### config.mk
export PLATFORM = sky130hd
export DESIGN_NAME = pkt_meta_tagger
export DESIGN_NICKNAME = d
export VERILOG_FILES = /design/src/rtl/pkt_meta_pkg.sv /design/src/rtl/flow_pkt_cnt_tbl.sv /design/src/rtl/pkt_meta_tagger.sv
export SDC_FILE = /design/constraint.sdc
export NUM_CORES = 1
export LEC_CHECK = 0
export BUFFER_PORTS_ARGS = -buffer_cell sky130_fd_sc_hd__buf_4
export CAP_MARGIN = 10
export CORE_MARGIN = 8
export CORE_UTILIZATION = 41
export DETAILED_ROUTE_END_ITERATION = 7
export PLACE_DENSITY = 0.59
export SKIP_LAST_GASP = 1
export SYNTH_ARGS = -nofsm -noshare
export SYNTH_HDL_FRONTEND = slang
export SYNTH_HIERARCHICAL = 1
export SYNTH_SLANG_ARGS = --single-unit
### constraint.sdc
create_clock -name i_clk -period 36.5 [get_ports i_clk]
set_input_delay 5.475 -clock i_clk [delete_from_list [all_inputs] [get_ports i_clk]]
set_output_delay 5.475 -clock i_clk [all_outputs]
set_load 0.02 [all_outputs]
### src/rtl/pkt_meta_pkg.sv
// Shared definitions for the packet metadata tagger: defaults, header layout, FSM states.
package pkt_meta_pkg;
  localparam int FLOW_W_DEF  = 8;
  localparam int NUM_MAX_DEF = 7;
  localparam int CNT_MAX_DEF = 63;

  localparam int HDR_PROTO_LSB = 56;
  localparam int HDR_FLOW_LSB  = 48;
  localparam int HDR_LEN_LSB   = 40;
  localparam int HDR_FIELD_W   = 8;

  typedef enum logic [1:0] {
    ST_CLEAR,
    ST_IDLE,
    ST_PAYLOAD
  } state_t;
endpackage

### src/rtl/flow_pkt_cnt_tbl.sv
// Per-flow saturating packet counter table: clear-sweep write port plus one
// read-modify-write port (combinational read, registered write-back).
module flow_pkt_cnt_tbl #(
  parameter int FLOW_W  = 8,
  parameter int NUM_MAX = 7,
  localparam int NUM_W  = $clog2(NUM_MAX + 1)
) (
  input  logic              i_clk,
  input  logic              clr_en,
  input  logic [FLOW_W-1:0] clr_addr,
  input  logic              rmw_en,
  input  logic [FLOW_W-1:0] rmw_addr,
  output logic [NUM_W-1:0]  rmw_next
);
  logic [NUM_W-1:0] mem [2**FLOW_W];
  logic [NUM_W-1:0] cur;

  always_comb begin
    cur      = mem[rmw_addr];
    rmw_next = (cur >= NUM_W'(NUM_MAX)) ? cur : cur + 1'b1;
  end

  // Sweep has priority; both ports are never active in the same FSM state.
  always_ff @(posedge i_clk) begin
    if (clr_en)
      mem[clr_addr] <= '0;
    else if (rmw_en)
      mem[rmw_addr] <= rmw_next;
  end
endmodule

### src/rtl/pkt_meta_tagger.sv
// Strips the metadata header from a framed beat stream and tags each payload
// beat with protocol, flow id, length, beat index and per-flow packet ordinal.
module pkt_meta_tagger
  import pkt_meta_pkg::*;
#(
  parameter int FLOW_W  = FLOW_W_DEF,
  parameter int NUM_MAX = NUM_MAX_DEF,
  parameter int CNT_MAX = CNT_MAX_DEF
) (
  input  logic                           i_clk,
  input  logic                           i_rst,
  input  logic                           i_valid,
  input  logic                           i_sop,
  input  logic                           i_eop,
  input  logic [63:0]                    i_data,
  output logic                           o_ready,
  output logic                           o_pkt_data_valid,
  output logic [63:0]                    o_pkt_data,
  output logic [7:0]                     o_pkt_len,
  output logic [$clog2(NUM_MAX+1)-1:0]   o_pkt_num,
  output logic [7:0]                     o_pkt_protocol,
  output logic [$clog2(CNT_MAX+1)-1:0]   o_pkt_cycle_cnt,
  output logic [FLOW_W-1:0]              o_flow_id,
  output logic                           o_err
);
  localparam int NUM_W = $clog2(NUM_MAX + 1);
  localparam int CNT_W = $clog2(CNT_MAX + 1);

  state_t            state, state_d;
  logic [FLOW_W-1:0] clr_addr;
  logic              tbl_clr, hdr_take, emit, err_d;
  logic [NUM_W-1:0]  rmw_next;
  logic [7:0]        hdr_proto, hdr_len;
  logic [FLOW_W-1:0] hdr_flow;
  logic [NUM_W-1:0]  hdr_num;
  logic [CNT_W-1:0]  beat_cnt, beat_inc;

  flow_pkt_cnt_tbl #(
    .FLOW_W (FLOW_W),
    .NUM_MAX(NUM_MAX)
  ) u_tbl (
    .i_clk   (i_clk),
    .clr_en  (tbl_clr),
    .clr_addr(clr_addr),
    .rmw_en  (hdr_take),
    .rmw_addr(i_data[HDR_FLOW_LSB +: FLOW_W]),
    .rmw_next(rmw_next)
  );

  assign beat_inc = (beat_cnt == CNT_W'(CNT_MAX)) ? beat_cnt : beat_cnt + 1'b1;

  always_comb begin
    state_d  = state;
    tbl_clr  = 1'b0;
    hdr_take = 1'b0;
    emit     = 1'b0;
    err_d    = 1'b0;
    case (state)
      ST_CLEAR: begin
        tbl_clr = 1'b1;
        if (clr_addr == '1) state_d = ST_IDLE;
      end
      ST_IDLE: begin
        if (i_valid) begin
          if (i_sop) begin
            hdr_take = 1'b1;
            state_d  = i_eop ? ST_IDLE : ST_PAYLOAD;
          end else begin
            err_d = 1'b1;
          end
        end
      end
      ST_PAYLOAD: begin
        if (i_valid) begin
          // A sop here truncates the open packet and starts a new one.
          if (i_sop) begin
            hdr_take = 1'b1;
            err_d    = 1'b1;
            state_d  = i_eop ? ST_IDLE : ST_PAYLOAD;
          end else begin
            emit = 1'b1;
            if (i_eop) state_d = ST_IDLE;
          end
        end
      end
      default: state_d = ST_CLEAR;
    endcase
  end

  always_ff @(posedge i_clk) begin
    if (i_rst) begin
      state            <= ST_CLEAR;
      clr_addr         <= '0;
      hdr_proto        <= '0;
      hdr_flow         <= '0;
      hdr_len          <= '0;
      hdr_num          <= '0;
      beat_cnt         <= '0;
      o_ready          <= 1'b0;
      o_err            <= 1'b0;
      o_pkt_data_valid <= 1'b0;
      o_pkt_data       <= '0;
      o_pkt_len        <= '0;
      o_pkt_num        <= '0;
      o_pkt_protocol   <= '0;
      o_pkt_cycle_cnt  <= '0;
      o_flow_id        <= '0;
    end else begin
      state            <= state_d;
      o_ready          <= (state_d != ST_CLEAR);
      o_err            <= err_d;
      o_pkt_data_valid <= emit;
      if (tbl_clr) clr_addr <= clr_addr + 1'b1;
      if (hdr_take) begin
        hdr_proto <= i_data[HDR_PROTO_LSB +: HDR_FIELD_W];
        hdr_flow  <= i_data[HDR_FLOW_LSB +: FLOW_W];
        hdr_len   <= i_data[HDR_LEN_LSB +: HDR_FIELD_W];
        hdr_num   <= rmw_next;
        beat_cnt  <= '0;
      end else if (emit) begin
        beat_cnt <= beat_inc;
      end
      // Tags are copied from the latched header only with a payload beat so
      // they hold steady while valid is low.
      if (emit) begin
        o_pkt_data      <= i_data;
        o_pkt_len       <= hdr_len;
        o_pkt_num       <= hdr_num;
        o_pkt_protocol  <= hdr_proto;
        o_pkt_cycle_cnt <= beat_inc;
        o_flow_id       <= hdr_flow;
      end
    end
  end
endmodule

==> reports/summary.log, run 1 <==
[placed_design] placed cell areas 38800 µm²
[floorplan] total number of placement rows 109
[critical_path] worst reg2reg path depth 12
[critical_path] Crit path max-delay family buffers and inverters
[global_routing] global routing usage summed across all routing layers 17.4%
[clock_network] clock root cell clkbuf_16
[clock_network] maximum clock path buffer count 3
[worst_hold_path] count of cells along the worst hold path 2
[critical_path] arrival time of the worst setup path 12380 ps
[detailed_routing] number of vias per cell after detailed routing 5.48
[synth] most used flip-flop cell after synthesis edfxtp_1
[sta] number of failing setup endpoints in the final timing report 0
[clock_network] clk sinks 911
[global_routing] first-pass GRT wire length 133000 µm
[synth] post-synth cell types 65
[finish] utilization after layout 47.5%
[clock_network] total number of H-tree levels 3
[critical_path] kind of start point of the critical path primary input
[power_and_ir_drop] leak pwr 15.7 nW
[clock_network] clock slew seen by the registers of the worst setup and hold paths 60 ps
[floorplan] die width 315 µm
[floorplan] Top Ports 169
[detailed_routing] DR vias 21000
[critical_path] Cell Chain, Critical Path buf_8, buf_4, mux2i_1, a21oi_1, a31oi_1, o21ai_0, nor4_1, nor2_1, or2_2, ha_1, ha_1, inv_1, a211oi_1, a211oi_4, buf_4, buf_4
[sta] final clock period utilization by the worst path 33.0%
[run] max cap viols 0
[clock_network] CTS resizes 0
[sta] worst-case headroom to the max-slew limit 24.6%
[sta] fin crit period 12050 ps
[critical_path] Critical Path RT 36830 ps
[detailed_routing] drt pass-1 iters 6
[finish] fraction of layout instances using a drive strength above 1 18.8%
[critical_path] buffering stage count on the worst path with inverters included 5
[run_status] outcome finished clean
[finish] most common cell after layout, fill and taps aside edfxtp_1
[clock_network] post-CTS setup-driven buffer insertion count 0
[detailed_routing] DR WL/cell 23.2 µm
[detailed_routing] # DRC 0
[synth] sequential area share after synthesis 70.9%
[global_routing] initial antenna violation count 1
[sta] maximum operating frequency 83.0 MHz
[synth] number of synthesized flops with an enable pin 768
[floorplan] Die Y 315 µm
[placed_design] number of port buffers 168
[finish] Layout area overhead 14.8%
[detailed_routing] Iteration-0 DRC Markers 1825
[floorplan] core area 88400 µm²
[synth] post-synthesis sequential element count 911
[sta] maximum clock skew at final layout 41.2 ps
[clock_network] CTS tree done
[sta] unrepaired setup endpoints after global routing no
[global_routing] number of global-route vias before repair 21400
[clock_network] Post-CTS Hold Buffers 0
[power_and_ir_drop] pwr/cell area 51.3 nW/µm²
[sta] max-slew violations 0
[finish] number of fillers in the final layout 7574
[clock_network] insertion delay of the later-clocked pin in the worst-skew pair 670 ps
[detailed_routing] number of routed nets with antenna violations 0
[floorplan] area of the die 99000 µm²
[critical_path] Critical-path top delay cell buf_4
[critical_path] CP Class in -> reg
[clock_network] CTS buffer count 97
[critical_path] kind of capture point of the worst setup path flip-flop
[critical_path] crit-path most repeated cell buf_4
[sta] final-layout setup total negative slack 0 ps
[synth] yosys synthesis warning count 6
[global_routing] final global-route overflow total 0
[synth] Async S/R FF share, synth 0%
[critical_path] biggest fanout along the worst timing path 88
[finish] summed area of non-filler cells in the final layout 42000 µm²
[sta] Tightest Pin Transition 1130 ps
[detailed_routing] wire length reported by the detailed router 88900 µm
[placed_design] placer's final routability congestion estimate 0.808
[critical_path] delay of the slowest cell on the worst path 980 ps
[finish] highest-count cells in the layout ignoring fill and taps 768 x edfxtp_1, 314 x nand2_1, 291 x nor2_1
[critical_path] Crit path depth 16
[power_and_ir_drop] largest vdd supply drop 0.0390 mV
[finish] total number of nets in the final design 2659
[synth] Net Count, Synth 2506
[placed_design] post-DP HPWL 54100 µm
[global_routing] maximum number of pins on one net before global-route repair 111
[sta] Hold Violations, Final 0
[floorplan] starting density of the core 41.4%
[synth] post-synthesis cell area 36600 µm²
[worst_hold_path] min-delay worst type reg -> reg
[synth] gate count after technology mapping 2429
[synth] Post-Syn Area per Cell 15.1 µm²
-- where the power goes --
| group | internal (W) | switching (W) | total, W |
|---|---|---|---|
| Sequential | 0.00111 | 0.000000934 | 0.00111 |
| Combinational | 0.0000237 | 0.0000439 | 0.0000677 |
| Clock | 0.000568 | 0.000405 | 0.000973 |
-- registers in the layout (all words and copies together), names as in the netlist, 2 cells and up --
name and count:
u_tbl/mem 768, o_pkt_data 64, hdr_num 3, o_pkt_num 3, o_pkt_cycle_cnt 6, hdr_flow 8
hdr_proto 8, hdr_len 8, state 2, o_pkt_len 8, beat_cnt 6, clr_addr 8
o_pkt_protocol 8, o_flow_id 8
-- routing by layer --
metal | GRT usage (%) | wire length [µm]
met5 | 0 | 0
met2 | 29.5 | 44500
met3 | 2.86 | 4970
met1 | 22.8 | 36900
met4 | 5.68 | 2610
-- cell type report --
type                       count  area, µm²  area share, %
clock buffer                 119       2570           6.12
timing repair buffer         210       1600           3.80
multi-input combinational   1354       9760           23.2
sequential                   911      25900           61.7
clock inverter                62        643           1.53
inverter                       8       30.0         0.0715
antenna                        2       5.00         0.0119
tap                         1165       1460           3.47
-- logic make-up after synthesis --
kind of cell | synth area share [%]
AOI/OAI and AO/OA | 5.01
and+or+nand+nor | 8.22
adders and majority gates | 0.274
buffers and inverters | 2.56
muxes | 12.8
DFF | 70.9
xor gates and xnor gates | 0.216
-- worst register-to-register path, stage by stage (launching register included) --
cell and delay (ps):
edfxtp_1 390, mux4_1 510, mux2_2 290, a2111oi_0 500
o31ai_1 260, or2_2 340, ha_1 200, ha_1 230
inv_1 130, a211oi_1 150, a211oi_4 760, buf_4 770
buf_4 850
-- stage by stage --
step	instances	setup WS (ps)	total power (W)	hold WS, ps
detailed placement	3648	23770	0.00120	445
CTS	3829	24470	0.00217	449
global route	3830	23960	0.00222	465
global placement	3648	23940	0.00120	438
floorplan	2429	15780	0.00118	432
finish	3831	24450	0.00216	449
-- path summary, 6_finish.rpt --
check                                    from                        endpoint  slack [ps]
hold reg to reg     hdr_proto[1]$_SDFFE_PP0P_  o_pkt_protocol[1]$_SDFFE_PP0P_         450
setup reg to reg  u_tbl/mem[246][0]$_DFFE_PP_      u_tbl/mem[43][1]$_DFFE_PP_       30740
setup / recovery                   i_data[48]      u_tbl/mem[43][1]$_DFFE_PP_       24450
hold / removal      hdr_proto[1]$_SDFFE_PP0P_  o_pkt_protocol[1]$_SDFFE_PP0P_         450
-- synth_stat cells (all sizes together) (9+ instances only) --
library cell | n | area (µm²)
nand3 | 52 | 260
nand2b | 13 | 81.3
nor3 | 9 | 45.0
edfxtp | 768 | 23100
buf | 77 | 608
nor2b | 10 | 62.6
o21ai | 20 | 104
o22ai | 16 | 100
a22oi | 51 | 383
dfxtp | 143 | 2860
clkbuf | 79 | 298
nor2 | 292 | 1100
a31oi | 10 | 62.6
mux4 | 125 | 2840
nand2 | 314 | 1180
a21oi | 151 | 756
o31ai | 10 | 75.1
mux2i | 183 | 1830
Power figures use the tool's default switching activity.
==> run 2: changes to the inputs <==
--- a/config.mk
+++ b/config.mk
@@ -5,6 +5,7 @@
 export SDC_FILE = /design/constraint.sdc
 export NUM_CORES = 1
 export LEC_CHECK = 0
+export ABC_AREA = 1
 export BUFFER_PORTS_ARGS = -buffer_cell sky130_fd_sc_hd__buf_4
 export CAP_MARGIN = 10
 export CORE_MARGIN = 8
==> constraint.sdc (replaced) <==
create_clock -name i_clk -period 11.9 [get_ports i_clk]
set_input_delay 1.785 -clock i_clk [delete_from_list [all_inputs] [get_ports i_clk]]
set_output_delay 1.785 -clock i_clk [all_outputs]
set_load 0.02 [all_outputs]
==> run 2 against run 1 <==
  * Critical endpoint is now u_tbl/mem[151][0]$_DFFE_PP_
  * Global-route usage grew 1.8 points
  * Non-clock buffer count shrank 7
  * Utilization shrank 0.97 points
  * Via count grew 26%
==> reports/summary.log, run 2 <==
[synth] Commonest cells post-synth 967 x nand2_1, 768 x edfxtp_1, 764 x nand3_1
[synth] Async S/R FF share, synth 0%
[global_routing] maximum number of pins on one net before global-route repair 208
[sta] unrepaired setup endpoints after global routing no
[critical_path] CP Class in -> reg
[synth] Post-Syn Area per Cell 10.6 µm²
[floorplan] total number of placement rows 111
[sta] final setup slack of the worst path 5440 ps
[floorplan] die width 320 µm
[clock_network] clock root cell clkbuf_16
[power_and_ir_drop] largest vdd supply drop 0.0799 mV
[detailed_routing] DR WL/cell 20.8 µm
[clock_network] CTS resizes 0
[detailed_routing] number of routed nets with antenna violations 0
[sta] final-layout setup total negative slack 0 ps
[finish] number of fillers in the final layout 8383
[power_and_ir_drop] pwr/cell area 158 nW/µm²
[worst_hold_path] count of cells along the worst hold path 2
[run_status] outcome finished clean
[floorplan] core area 91500 µm²
[placed_design] Placement Setup Slack 4890 ps
[worst_hold_path] worst min-delay path endpoint o_pkt_cycle_cnt[1]$_SDFFE_PP0P_
[clock_network] maximum clock path buffer count 3
[detailed_routing] DR vias 26400
[synth] post-synth cell types 31
[critical_path] kind of start point of the critical path primary input
[synth] most numerous cell in the Yosys netlist nand2_1
[floorplan] area of the die 102000 µm²
[global_routing] final global-route overflow total 0
[detailed_routing] drt pass-1 iters 7
[sta] Hold Violations, Final 0
[critical_path] minimum setup slack among reg-to-reg paths 7240 ps
[synth] gate count after technology mapping 3579
[sta] final clock period utilization by the worst path 54.3%
[clock_network] clk sinks 911
[finish] flip-flop count of the largest register after layout 768
[placed_design] post-DP HPWL 56300 µm
[sta] worst-case headroom to the max-slew limit 15.9%
[synth] most used flip-flop cell after synthesis edfxtp_1
[synth] share of the synthesized area in the top cell type 61.0%
[finish] fraction of layout instances using a drive strength above 1 9.73%
[floorplan] Die Y 320 µm
[sta] maximum clock skew at final layout 34.9 ps
[finish] most common cell after layout, fill and taps aside nand2_1
[global_routing] first-pass GRT wire length 155000 µm
[placed_design] number of port buffers 168
[critical_path] Critical Path RT 12180 ps
[detailed_routing] number of vias per cell after detailed routing 5.39
[power_and_ir_drop] leak pwr 16.4 nW
[finish] summed area of non-filler cells in the final layout 42600 µm²
[critical_path] worst reg2reg path depth 10
[critical_path] arrival time of the worst setup path 6740 ps
[finish] number of diodes 0
[finish] total number of nets in the final design 3713
[placed_design] placed cell areas 39400 µm²
[critical_path] kind of capture point of the worst setup path flip-flop
[detailed_routing] # DRC 0
[placed_design] placer's final routability congestion estimate 0.835
[synth] yosys synthesis warning count 6
[finish] registers with the most flip-flops u_tbl/mem (768), o_pkt_data (64)
[detailed_routing] wire length reported by the detailed router 102000 µm
[run] max cap viols 0
[sta] Tightest Pin Transition 1260 ps
[global_routing] global routing usage summed across all routing layers 19.2%
[finish] Layout area overhead 12.7%
[synth] number of synthesized flops with an enable pin 768
[critical_path] Worst R2R Start state[0]$_SDFF_PP0_
[clock_network] post-CTS setup-driven buffer insertion count 0
[worst_hold_path] min-delay worst type reg -> reg
[synth] sequential area share after synthesis 68.6%
[synth] post-synthesis cell area 37800 µm²
[clock_network] CTS buffer count 94
[detailed_routing] Iteration-0 DRC Markers 2388
[sta] number of failing setup endpoints in the final timing report 0
[synth] top post-synthesis cells by area edfxtp_1 61%, nand3_1 10%, nand2_1 9.6%
[synth] Net Count, Synth 3656
[synth] cell type with the highest aggregate area in the netlist edfxtp_1
[clock_network] total number of H-tree levels 3
[clock_network] Post-CTS Hold Buffers 0
[global_routing] number of global-route vias before repair 25700
[floorplan] Top Ports 169
[clock_network] insertion delay of the later-clocked pin in the worst-skew pair 650 ps
[global_routing] initial antenna violation count 0
[sta] max-slew violations 0
[finish] top register by number of flip-flops u_tbl/mem
[worst_hold_path] hold path startpoint o_pkt_cycle_cnt[1]$_SDFFE_PP0P_
[clock_network] CTS tree done
[critical_path] biggest fanout along the worst timing path 207
[sta] fin crit period 6460 ps
[clock_network] clock slew seen by the registers of the worst setup and hold paths 60 ps
[floorplan] starting density of the core 41.3%
[sta] maximum operating frequency 155 MHz
[critical_path] endpoint of the worst register-to-register path u_tbl/mem[35][1]$_DFFE_PP_
[synth] post-synthesis sequential element count 911
[finish] highest-count cells in the layout ignoring fill and taps 960 x nand2_1, 768 x edfxtp_1, 764 x nand3_1
[run 2: cell count changes after synthesis, moves of 108 or more]
cell,previous run,this run
nand3_1,52,764
nand2_1,314,967
mux2i_1,183,0
nor2_1,292,473
mux4_2,118,0
a21oi_1,151,43
[run 2: worst max-delay path by stage]
stage	startpoint	end	cells after the start
floorplan	i_data[49]	u_tbl/mem[0][2]$_DFFE_PP_	19
global placement	i_data[49]	u_tbl/mem[210][2]$_DFFE_PP_	19
detailed placement	i_data[49]	u_tbl/mem[225][2]$_DFFE_PP_	19
CTS	i_data[49]	u_tbl/mem[231][2]$_DFFE_PP_	19
global route	i_data[48]	u_tbl/mem[230][2]$_DFFE_PP_	20
finish	i_data[48]	u_tbl/mem[151][0]$_DFFE_PP_	20
[run 2: power breakdown]
group          switching, W  internal, W  leakage (nW)
sequential       0.00000173      0.00341          9.83
combinational      0.000218    0.0000766          5.07
clock               0.00121      0.00181          1.54
total               0.00143      0.00530          16.4
[run 2: critical path, cell delays in order]
cell and delay [ps]:
buf_8 180, clkinv_8 650, buf_4 920, nand2_1 110, nand3_1 110, nand3_1 110, nand3_1 170, nand3_1 270
nand2_1 150, nand2_1 90, nand3_1 80, nand3_1 90, nand2_1 120, ha_1 180, ha_1 210, inv_1 90
nand3_1 90, nand2_1 120, nor2_4 140, buf_12 660
[run 2: metrics by stage]
step,util (%),total power [W],hold slack (ps),cells
2_1_floorplan,-,0.00368,445,3579
3_3_place_gp,43.1,0.00377,453,4726
3_5_place_dp,43.1,0.00378,456,4726
4_1_cts,46.5,0.00679,465,4898
5_1_grt,46.5,0.00693,483,4898
6_report,46.5,0.00674,464,4898
[run 2: layer usage]
metal  global-route usage (%)  share of wire [%]  vias up
li1                         -                  -    12400
met1                     25.8                 42    12900
met2                     32.1                 48      839
met3                     2.63                6.2      178
met4                     6.71                3.2        0
met5                        0                  0        -
[run 2: cell families (layout without fill, tap and decap cells)]
kind of cell	count (synthesis)	count (layout)	share of synthesized area, %
buffers and inverters	297	430	4.56
and+or+nand+nor	2214	2214	24.6
adders and majority gates	8	8	0.265
AOI/OAI and AO/OA	149	149	1.99
DFF	911	911	68.6
[run 2: cell type report]
cell class              count  area [µm²]  share of cell area [%]
clock buffers             123        2590                    6.07
clock inverters            49         598                    1.40
inverters                  55         228                   0.535
multi-input cells        2371       10200                    23.9
flip-flops and latches    911       25900                    60.9
well taps                1186        1480                    3.48
repair buffers            203        1570                    3.69
==> run 3: changes to the inputs <==
==> constraint.sdc (replaced) <==
create_clock -name i_clk -period 6.2 [get_ports i_clk]
set_input_delay 0.93 -clock i_clk [delete_from_list [all_inputs] [get_ports i_clk]]
set_output_delay 0.93 -clock i_clk [all_outputs]
set_load 0.02 [all_outputs]
==> run 3 against run 2 <==
  * Non-clock buffer count is 27 higher
  * Highest routed layer unchanged
  * Global-route usage increased by 0.21 points
  * Clock-buffer cell count unchanged
  * Clock skew is 16 ps lower
  * Sequential share of layout area is 0.45 points lower
  * Setup slack got worse by 4200 ps
  * Clock power grew 87%
  * Flip-flop and latch count unchanged
==> reports/summary.log, run 3 (same netlist as run 2, synthesis figures left out) <==
[run_status] outcome finished clean
[clock_network] clk sinks 911
[detailed_routing] number of vias per cell after detailed routing 5.34
[floorplan] area of the die 102000 µm²
[placed_design] post-DP HPWL 58800 µm
[global_routing] first-pass GRT wire length 155000 µm
[finish] top register by number of flip-flops u_tbl/mem
[detailed_routing] wire length reported by the detailed router 103000 µm
[sta] max-slew violations 0
[global_routing] global routing usage summed across all routing layers 19.4%
[finish] total number of nets in the final design 3742
[detailed_routing] Iteration-0 DRC Markers 2860
[finish] Layout area overhead 13.5%
[critical_path] biggest fanout along the worst timing path 29
[finish] fraction of layout instances using a drive strength above 1 10.1%
[floorplan] total number of placement rows 111
[clock_network] post-CTS setup-driven buffer insertion count 0
[sta] worst-case headroom to the max-slew limit 15.7%
[clock_network] total number of H-tree levels 3
[finish] flip-flop count of the largest register after layout 768
[clock_network] CTS buffer count 96
[detailed_routing] # DRC 0
[sta] unrepaired setup endpoints after global routing no
[clock_network] insertion delay of the later-clocked pin in the worst-skew pair 640 ps
[global_routing] initial antenna violation count 2
[detailed_routing] drt pass-1 iters 6
[sta] maximum clock skew at final layout 19.3 ps
[finish] highest-count cells in the layout ignoring fill and taps 967 x nand2_1, 768 x edfxtp_1, 764 x nand3_1
[global_routing] final global-route overflow total 0
[clock_network] CTS resizes 0
[floorplan] core area 91500 µm²
[global_routing] maximum number of pins on one net before global-route repair 180
[placed_design] placer's final routability congestion estimate 0.836
[power_and_ir_drop] largest vdd supply drop 0.176 mV
[placed_design] number of port buffers 168
[finish] number of fillers in the final layout 8390
[critical_path] Critical Path RT 6510 ps
[power_and_ir_drop] leak pwr 16.6 nW
[finish] registers with the most flip-flops u_tbl/mem (768), o_pkt_data (64)
[floorplan] starting density of the core 41.3%
[sta] hold slack final 464 ps
[critical_path] kind of start point of the critical path flip-flop
[sta] Tightest Pin Transition 1260 ps
[detailed_routing] number of routed nets with antenna violations 0
[sta] number of failing setup endpoints in the final timing report 0
[detailed_routing] DR vias 26300
[sta] Hold Violations, Final 0
[global_routing] number of global-route vias before repair 25500
[sta] final clock period utilization by the worst path 80.7%
[power_and_ir_drop] PnR Total Power 0.0128 W
[floorplan] Top Ports 169
[power_and_ir_drop] pwr/cell area 298 nW/µm²
[clock_network] CTS tree done
[clock_network] clock root cell clkbuf_16
[critical_path] CP Class reg -> reg
[critical_path] kind of capture point of the worst setup path flip-flop
[finish] utilization after layout 46.9%
[sta] maximum operating frequency 200 MHz
[sta] final-layout setup total negative slack 0 ps
[clock_network] Post-CTS Hold Buffers 0
[clock_network] maximum clock path buffer count 3
[floorplan] die width 320 µm
[detailed_routing] DR WL/cell 20.8 µm
[worst_hold_path] min-delay worst type reg -> reg
[clock_network] clock slew seen by the registers of the worst setup and hold paths 60 ps
[floorplan] Die Y 320 µm
[critical_path] arrival time of the worst setup path 5310 ps
[run] max cap viols 0
[sta] fin crit period 5000 ps
[finish] most common cell after layout, fill and taps aside nand2_1
==> run 3: area by class of cell <==
cell class / count / area [µm²] / area share (%)
antenna: 1 / 2.50 / 0.00583
clock buffer: 123 / 2600 / 6.06
clock inverter: 55 / 499 / 1.16
inverter: 55 / 228 / 0.531
multi-input combinational: 2371 / 10200 / 23.7
sequential: 911 / 25900 / 60.4
tap: 1186 / 1480 / 3.46
timing repair buffer: 230 / 1990 / 4.63
==> run 3: path summary, 6_finish.rpt <==
path,cells after the start,endpoint,slack (ps),startpoint
worst min register to register,2,hdr_flow[5]$_SDFFE_PP0P_,460,hdr_flow[5]$_SDFFE_PP0P_
worst min-delay path,2,hdr_flow[5]$_SDFFE_PP0P_,460,hdr_flow[5]$_SDFFE_PP0P_
worst max register to register,12,u_tbl/mem[237][2]$_DFFE_PP_,1200,state[0]$_SDFF_PP0_
worst max-delay path,12,u_tbl/mem[237][2]$_DFFE_PP_,1200,state[0]$_SDFF_PP0_
==> run 3: per-layer routing <==
layer	vias to the layer above	global-route usage [%]	wire length, µm
li1	12500	-	-
met4	0	5.49	2910
met1	12800	25.6	42600
met5	-	0	0
met2	856	33.4	50700
met3	177	2.82	6610
==> run 3: power breakdown <==
group	internal, W	switching [W]
Clock	0.00333	0.00233
Combinational	0.000160	0.000420
Sequential	0.00655	0.00000332
==> run 3: metrics by stage <==
stage	instances	worst slack, ps	area (µm²)
6_report	4932	1200	42900
5_1_grt	4932	849	42900
4_1_cts	4931	1200	42900
3_5_place_dp	4753	958	39800
3_3_place_gp	4753	940	39800
2_1_floorplan	3579	798	37800
==> run 3: critical path, cell delays in order (launching register included) <==
cell and delay [ps]:
dfxtp_1 370, inv_1 90, ha_1 320, nand3_1 80, buf_4 250, inv_2 470
nand2_1 590, o21ai_1 400, inv_1 90, nor2_1 240, nand3_1 940, buf_4 560
nor2_1 230
